==> config.mk <==
export PLATFORM = sky130hd
export DESIGN_NAME = bus_timer
export DESIGN_NICKNAME = d
export VERILOG_FILES = /design/src/rtl/bus_timer_pkg.sv /design/src/rtl/bus_timer_prescaler.sv /design/src/rtl/bus_timer.sv
export SDC_FILE = /design/constraint.sdc
export NUM_CORES = 1
export LEC_CHECK = 0
export BUFFER_PORTS_ARGS = -buffer_cell sky130_fd_sc_hd__buf_4
export CAP_MARGIN = 20
export CORE_ASPECT_RATIO = 2
export CORE_MARGIN = 4
export CORE_UTILIZATION = 30
export DETAILED_ROUTE_END_ITERATION = 12
export PLACE_DENSITY = 0.46
export SETUP_SLACK_MARGIN = 0.15
export SLEW_MARGIN = 20
export SYNTH_ARGS = -nofsm -noshare
export SYNTH_HDL_FRONTEND = slang
export SYNTH_SLANG_ARGS = --single-unit
==> constraint.sdc <==
create_clock -name clk -period 3.7 [get_ports clk]
set_clock_uncertainty 0.15 [all_clocks]
set_input_delay 0.37 -clock clk [delete_from_list [all_inputs] [get_ports clk]]
set_output_delay 0.37 -clock clk [all_outputs]
set_load 0.05 [all_outputs]
==> src/rtl/bus_timer_pkg.sv <==
// bus_timer shared definitions.
// Register offsets, CTRL/STATUS bit positions and prescaler width.
package bus_timer_pkg;

  localparam logic [2:0] ADDR_CTRL   = 3'd0;
  localparam logic [2:0] ADDR_DIV    = 3'd1;
  localparam logic [2:0] ADDR_COUNT  = 3'd2;
  localparam logic [2:0] ADDR_STATUS = 3'd3;
  localparam logic [2:0] ADDR_PRESC  = 3'd4;

  localparam int CTRL_EN   = 0;
  localparam int CTRL_IEN  = 1;
  localparam int CTRL_AUTO = 2;
  localparam int CTRL_W    = 3;

  localparam int STAT_EXP  = 0;

  localparam int PRESC_W   = 8;

endpackage

==> src/rtl/bus_timer_prescaler.sv <==
// bus_timer prescaler: one tick every presc+1 clocks.
// Phase restarts at 0 whenever the divisor register is rewritten.
module bus_timer_prescaler
  import bus_timer_pkg::*;
(
  input  logic               clk,
  input  logic               rst,
  input  logic [PRESC_W-1:0] presc,
  input  logic               restart,
  output logic               tick
);

  logic [PRESC_W-1:0] phase_q;
  logic [PRESC_W-1:0] phase_d;

  assign tick = (phase_q == presc);

  // Next phase: wrap on tick, force to 0 on restart.
  always_comb begin
    phase_d = tick ? '0 : phase_q + PRESC_W'(1);
    if (restart) phase_d = '0;
  end

  // Phase register.
  always_ff @(posedge clk or posedge rst) begin
    if (rst) phase_q <= '0;
    else     phase_q <= phase_d;
  end

endmodule

==> src/rtl/bus_timer.sv <==
// bus_timer: bus-mapped down-counter with expiry flag and interrupt.
// Optional prescaler enabled by defining BUS_TIMER_PRESCALE_EN.
module bus_timer
  import bus_timer_pkg::*;
#(
  parameter int CNT_WIDTH = 32
) (
  input  logic        clk,
  input  logic        rst,
  input  logic        bus_stb,
  input  logic        bus_we,
  input  logic [2:0]  bus_addr,
  input  logic [31:0] bus_din,
  output logic [31:0] bus_dout,
  output logic        bus_ack,
  output logic        bus_irq
);

  logic                 ack_q;
  logic [31:0]          dout_q, dout_d;
  logic [31:0]          rdata;
  logic [CTRL_W-1:0]    ctrl_q, ctrl_d;
  logic [CNT_WIDTH-1:0] div_q, div_d;
  logic [CNT_WIDTH-1:0] cnt_q, cnt_d;
  logic                 exp_q, exp_d;
  logic                 start, wr;
  logic                 wr_ctrl, wr_div, wr_cnt, wr_stat;
  logic                 tick, expire;
  logic [PRESC_W-1:0]   presc_rd;

  assign start   = bus_stb & ~ack_q;
  assign wr      = start & bus_we;
  assign wr_ctrl = wr & (bus_addr == ADDR_CTRL);
  assign wr_div  = wr & (bus_addr == ADDR_DIV);
  assign wr_cnt  = wr & (bus_addr == ADDR_COUNT);
  assign wr_stat = wr & (bus_addr == ADDR_STATUS);

`ifdef BUS_TIMER_PRESCALE_EN
  logic [PRESC_W-1:0] presc_q;
  logic               wr_presc;

  assign wr_presc = wr & (bus_addr == ADDR_PRESC);
  assign presc_rd = presc_q;

  // Prescaler divisor register.
  always_ff @(posedge clk or posedge rst) begin
    if (rst)           presc_q <= '0;
    else if (wr_presc) presc_q <= bus_din[PRESC_W-1:0];
  end

  bus_timer_prescaler u_presc (
    .clk     (clk),
    .rst     (rst),
    .presc   (presc_q),
    .restart (wr_presc),
    .tick    (tick)
  );
`else
  assign tick     = 1'b1;
  assign presc_rd = '0;
`endif

  assign expire  = tick & ctrl_q[CTRL_EN] & (cnt_q == '0);
  assign bus_irq = exp_q & ctrl_q[CTRL_IEN];
  assign bus_ack = ack_q;
  assign bus_dout = dout_q;

  // Read mux; sampled at the access start edge, shown during ack.
  always_comb begin
    rdata = '0;
    case (bus_addr)
      ADDR_CTRL:   rdata = 32'(ctrl_q);
      ADDR_DIV:    rdata = 32'(div_q);
      ADDR_COUNT:  rdata = 32'(cnt_q);
      ADDR_STATUS: rdata = 32'(exp_q);
      ADDR_PRESC:  rdata = 32'(presc_rd);
      default:     rdata = '0;
    endcase
    dout_d = (start & ~bus_we) ? rdata : '0;
  end

  // Counter update first, then bus writes override it.
  always_comb begin
    ctrl_d = ctrl_q;
    div_d  = div_q;
    cnt_d  = cnt_q;
    if (tick & ctrl_q[CTRL_EN]) begin
      if (cnt_q != '0)          cnt_d = cnt_q - CNT_WIDTH'(1);
      else if (ctrl_q[CTRL_AUTO]) cnt_d = div_q;
      else                      ctrl_d[CTRL_EN] = 1'b0;
    end
    if (wr_ctrl) ctrl_d = bus_din[CTRL_W-1:0];
    if (wr_div)  div_d  = bus_din[CNT_WIDTH-1:0];
    if (wr_cnt)  cnt_d  = bus_din[CNT_WIDTH-1:0];
    exp_d = expire | (exp_q & ~(wr_stat & bus_din[STAT_EXP]));
  end

  // Register state and bus handshake.
  always_ff @(posedge clk or posedge rst) begin
    if (rst) begin
      ack_q  <= 1'b0;
      dout_q <= '0;
      ctrl_q <= '0;
      div_q  <= '0;
      cnt_q  <= '0;
      exp_q  <= 1'b0;
    end else begin
      ack_q  <= start;
      dout_q <= dout_d;
      ctrl_q <= ctrl_d;
      div_q  <= div_d;
      cnt_q  <= cnt_d;
      exp_q  <= exp_d;
    end
  end

endmodule

==> impl_results.md <==
- Status: finished with violations
- Failing checks: hold timing
- Setup violators final: 0
- Detailed-route via count: 4191
- Via density: 5.47
- I/O pins: 73
- Avg WL per Cell: 20.6 µm
- Layout cells sized above 1: 0.277
- CP max-delay cell: or4_1
- Synth Net Count: 535
- RSZ-0062 raised after global routing: no
- Reg2Reg Depth: 6
- Total track usage: 0.169
- Max_slew headroom: 0.440
- Internal Power: 2.49 mW
- Synth area leaders: dfrtp_1 50%, mux2_2 7.8%, a22oi_1 6.8%
- CORE AREA: 16700 µm²
- Endpoints failing hold: 18
- Antenna violations before repair: 0
- Number of synthesized register bits: 101
- Setup slack after layout: 579 ps
- R2R Path End: cnt_q[13]
- Synth top area share: 0.497
- Crit-path max cell delay: 820 ps
- Max Freq: 0.320 GHz
- Final Max Slew Viols: 0
- Worst-path fanout max: 17
- First-pass GRT wire length: 24.9 mm
- Placed cells: 750
- Drt pass-1 iters: 5
- Area Overhead vs Synth: 22.0%
- Setup slack, reg-to-reg: 580 ps
- Tmin final: 3120 ps
- Ys Warns: 0
- CP required: 3840 ps
- Syn Inst Count: 494
- Share of the clock period used by the worst path: 0.844
- Startpoint Class: register
- DRT antenna net count: 0
- Placement Setup Slack: 604 ps
- Largest net degree at the start of global routing: 56
- Chip height: 192 µm
- Leakage: 2.64 nW
- Hold crit path type: primary input to async pin
- Crit path kind: register to register
- Gr ovfl total: 0
- Routability cong.: 0.843
- Clk pwr share: 0.265
- Min Hold Slack: -14.7 ps
- Clock slew at reported path FFs: 70 ps
- Switching Fraction: 0.364
- Final HPWL DP: 10.6 mm
- Clock root cell: clkbuf_16
- Post-synth top flop: dfrtp_1
- Yosys top cell by area: dfrtp_1
- Die width: 100 µm
- Buffers on Ports: 72
- Unique cell type count in the Yosys netlist: 56
- Antenna Cells: 0
- Cts hold-fix bufs: 0
- Final #Nets: 596
- Ys async rst share: 1.00
- CP arrival: 3270 ps
- Crit end category: register
- CTS max path bufs: 2
- Gate power share: 0.305
- CTS tree: built
- Mapped Area: 5080 µm²
- Vias in the first global route: 4491
- Die area: 19200 µm²
- Cts bufs inserted: 9
- Post-CTS setup buffers: 0
- First DRT Iteration DRCs: 211
- Setup tns final: 0 ps
- Worst skew pair latency: 360 ps
- Top-count cell post-synth: dfrtp_1
- Sequential power share: 0.431
- NetSw: 1.42 mW
- DRC viols: 0
- Reg2reg start: cnt_q[8]
- Worst vdd ir: 0.241 mV
- Clk sink count: 101
- EDFF count, synth: 0
- Initial Util: 0.305
- Commonest cells post-synth: 101 x dfrtp_1, 60 x nor2_1, 46 x a22oi_1
- FP Rows: 67
- Final WL: 15.8 mm
- Pwr Density: 630 nW/µm²
- Number of max-cap violations: 0
- Post-synthesis sequential area ratio: 0.497
- Slew @ Worst Pin: 832 ps
- Post-CTS resize count: 0
- Post-synthesis area per instance: 10.3 µm²
- Worst path cell trace: nor3_1 -> nand4_1 -> or4_1 -> and3_4 -> a2111oi_2 -> a221o_1
- Crit path from: cnt_q[8]
- Htree depth: 3
- Core Util, Final: 0.372
- Finished Layout Cells: 766
## through the flow
| step | total power [mW] | instance area (µm²) | hold slack (ps) |
|---|---|---|---|
| 2_1_floorplan | 2.50 | 5080 | 308 |
| 3_3_place_gp | 2.86 | 5870 | 337 |
| 4_1_cts | 3.94 | 6190 | 18.4 |
| 5_1_grt | 4.15 | 6200 | 50.5 |
| 6_report | 3.91 | 6200 | -14.7 |
| 3_5_place_dp | 2.89 | 5870 | 346 |
## flip-flops by register name (all words and copies together), names as in the netlist
signal	count
cnt_q	32
bus_dout	32
bus_ack	1
exp_q	1
div_q	32
ctrl_q	3
## layout make-up
cell class | count | area (µm²)
Timing Repair Buffer | 89 | 688
Sequential cell | 101 | 2530
Multi-Input combinational cell | 347 | 2380
Clock inverter | 4 | 72.6
Inverter | 7 | 28.8
Fill cell | 1673 | 10500
Tap cell | 207 | 259
Clock buffer | 11 | 243
## layer usage
metal	global-route usage	wire (µm)	share of wire	vias to the layer above
met2	0.316	8900	0.56	119
met3	0.0280	641	0.041	18
li1	-	-	-	1941
met5	0	0	0	-
met1	0.187	5960	0.38	2113
met4	0.0633	282	0.018	0
## critical path, delay by kind of cell (launching register included)
| family | cells | cell delay, ps |
|---|---|---|
| flops | 1 | 450 |
| compound gates | 2 | 430 |
| simple gates | 4 | 2010 |
## power groups by stage
stage | Combinational (mW) | Clock [mW] | Sequential, mW
after floorplan | 0.931 | 0 | 1.57
after global placement | 1.18 | 0 | 1.68
after detailed placement | 1.19 | 0 | 1.70
after CTS | 1.19 | 1.06 | 1.68
after global routing | 1.33 | 1.10 | 1.72
final | 1.19 | 1.03 | 1.68
## worst max path at each step
stage	end	cells after the start
5_1_grt	cnt_q[13]	6
3_5_place_dp	cnt_q[13]	6
6_report	cnt_q[13]	6
2_1_floorplan	bus_ack	1
3_3_place_gp	cnt_q[13]	6
4_1_cts	cnt_q[13]	6
## cell usage in the layout, fill, tap and decap left out, types with 3 or more instances in the layout
| master | Yosys | routed |
|---|---|---|
| a211oi_1 | 4 | 4 |
| nor2b_2 | 0 | 3 |
| nor2b_1 | 6 | 3 |
| mux2i_1 | 4 | 4 |
| or4_1 | 4 | 4 |
| nor2_1 | 60 | 60 |
| nor3b_1 | 7 | 6 |
| a31oi_1 | 12 | 12 |
| or3_1 | 5 | 5 |
| o211ai_1 | 4 | 4 |
| nor3_1 | 13 | 13 |
| a22oi_1 | 46 | 46 |
| clkbuf_16 | 0 | 9 |
| and3_1 | 3 | 3 |
| a221o_1 | 6 | 6 |
| buf_4 | 0 | 87 |
| nor4_1 | 7 | 7 |
| a21oi_1 | 14 | 14 |
| nand3_1 | 9 | 9 |
| nand2_1 | 23 | 23 |
| inv_1 | 7 | 6 |
| xor2_1 | 11 | 11 |
| xnor2_1 | 8 | 8 |
| mux2_2 | 35 | 35 |
| o21ai_0 | 23 | 23 |
| nand4_1 | 7 | 7 |
| dfrtp_1 | 101 | 101 |
## cell families after synthesis
logic type,after synthesis,synth area share
adder cells (fa/ha/maj),2,0.00492
multiplexers,40,0.0898
AO/OA/AOI/OAI,126,0.172
buffers and inverters,46,0.0374
flip-flops,101,0.497
AND/OR/NAND/NOR,160,0.166
XOR/XNOR,19,0.0327
No activity file was read; power rests on OpenSTA's default activity.
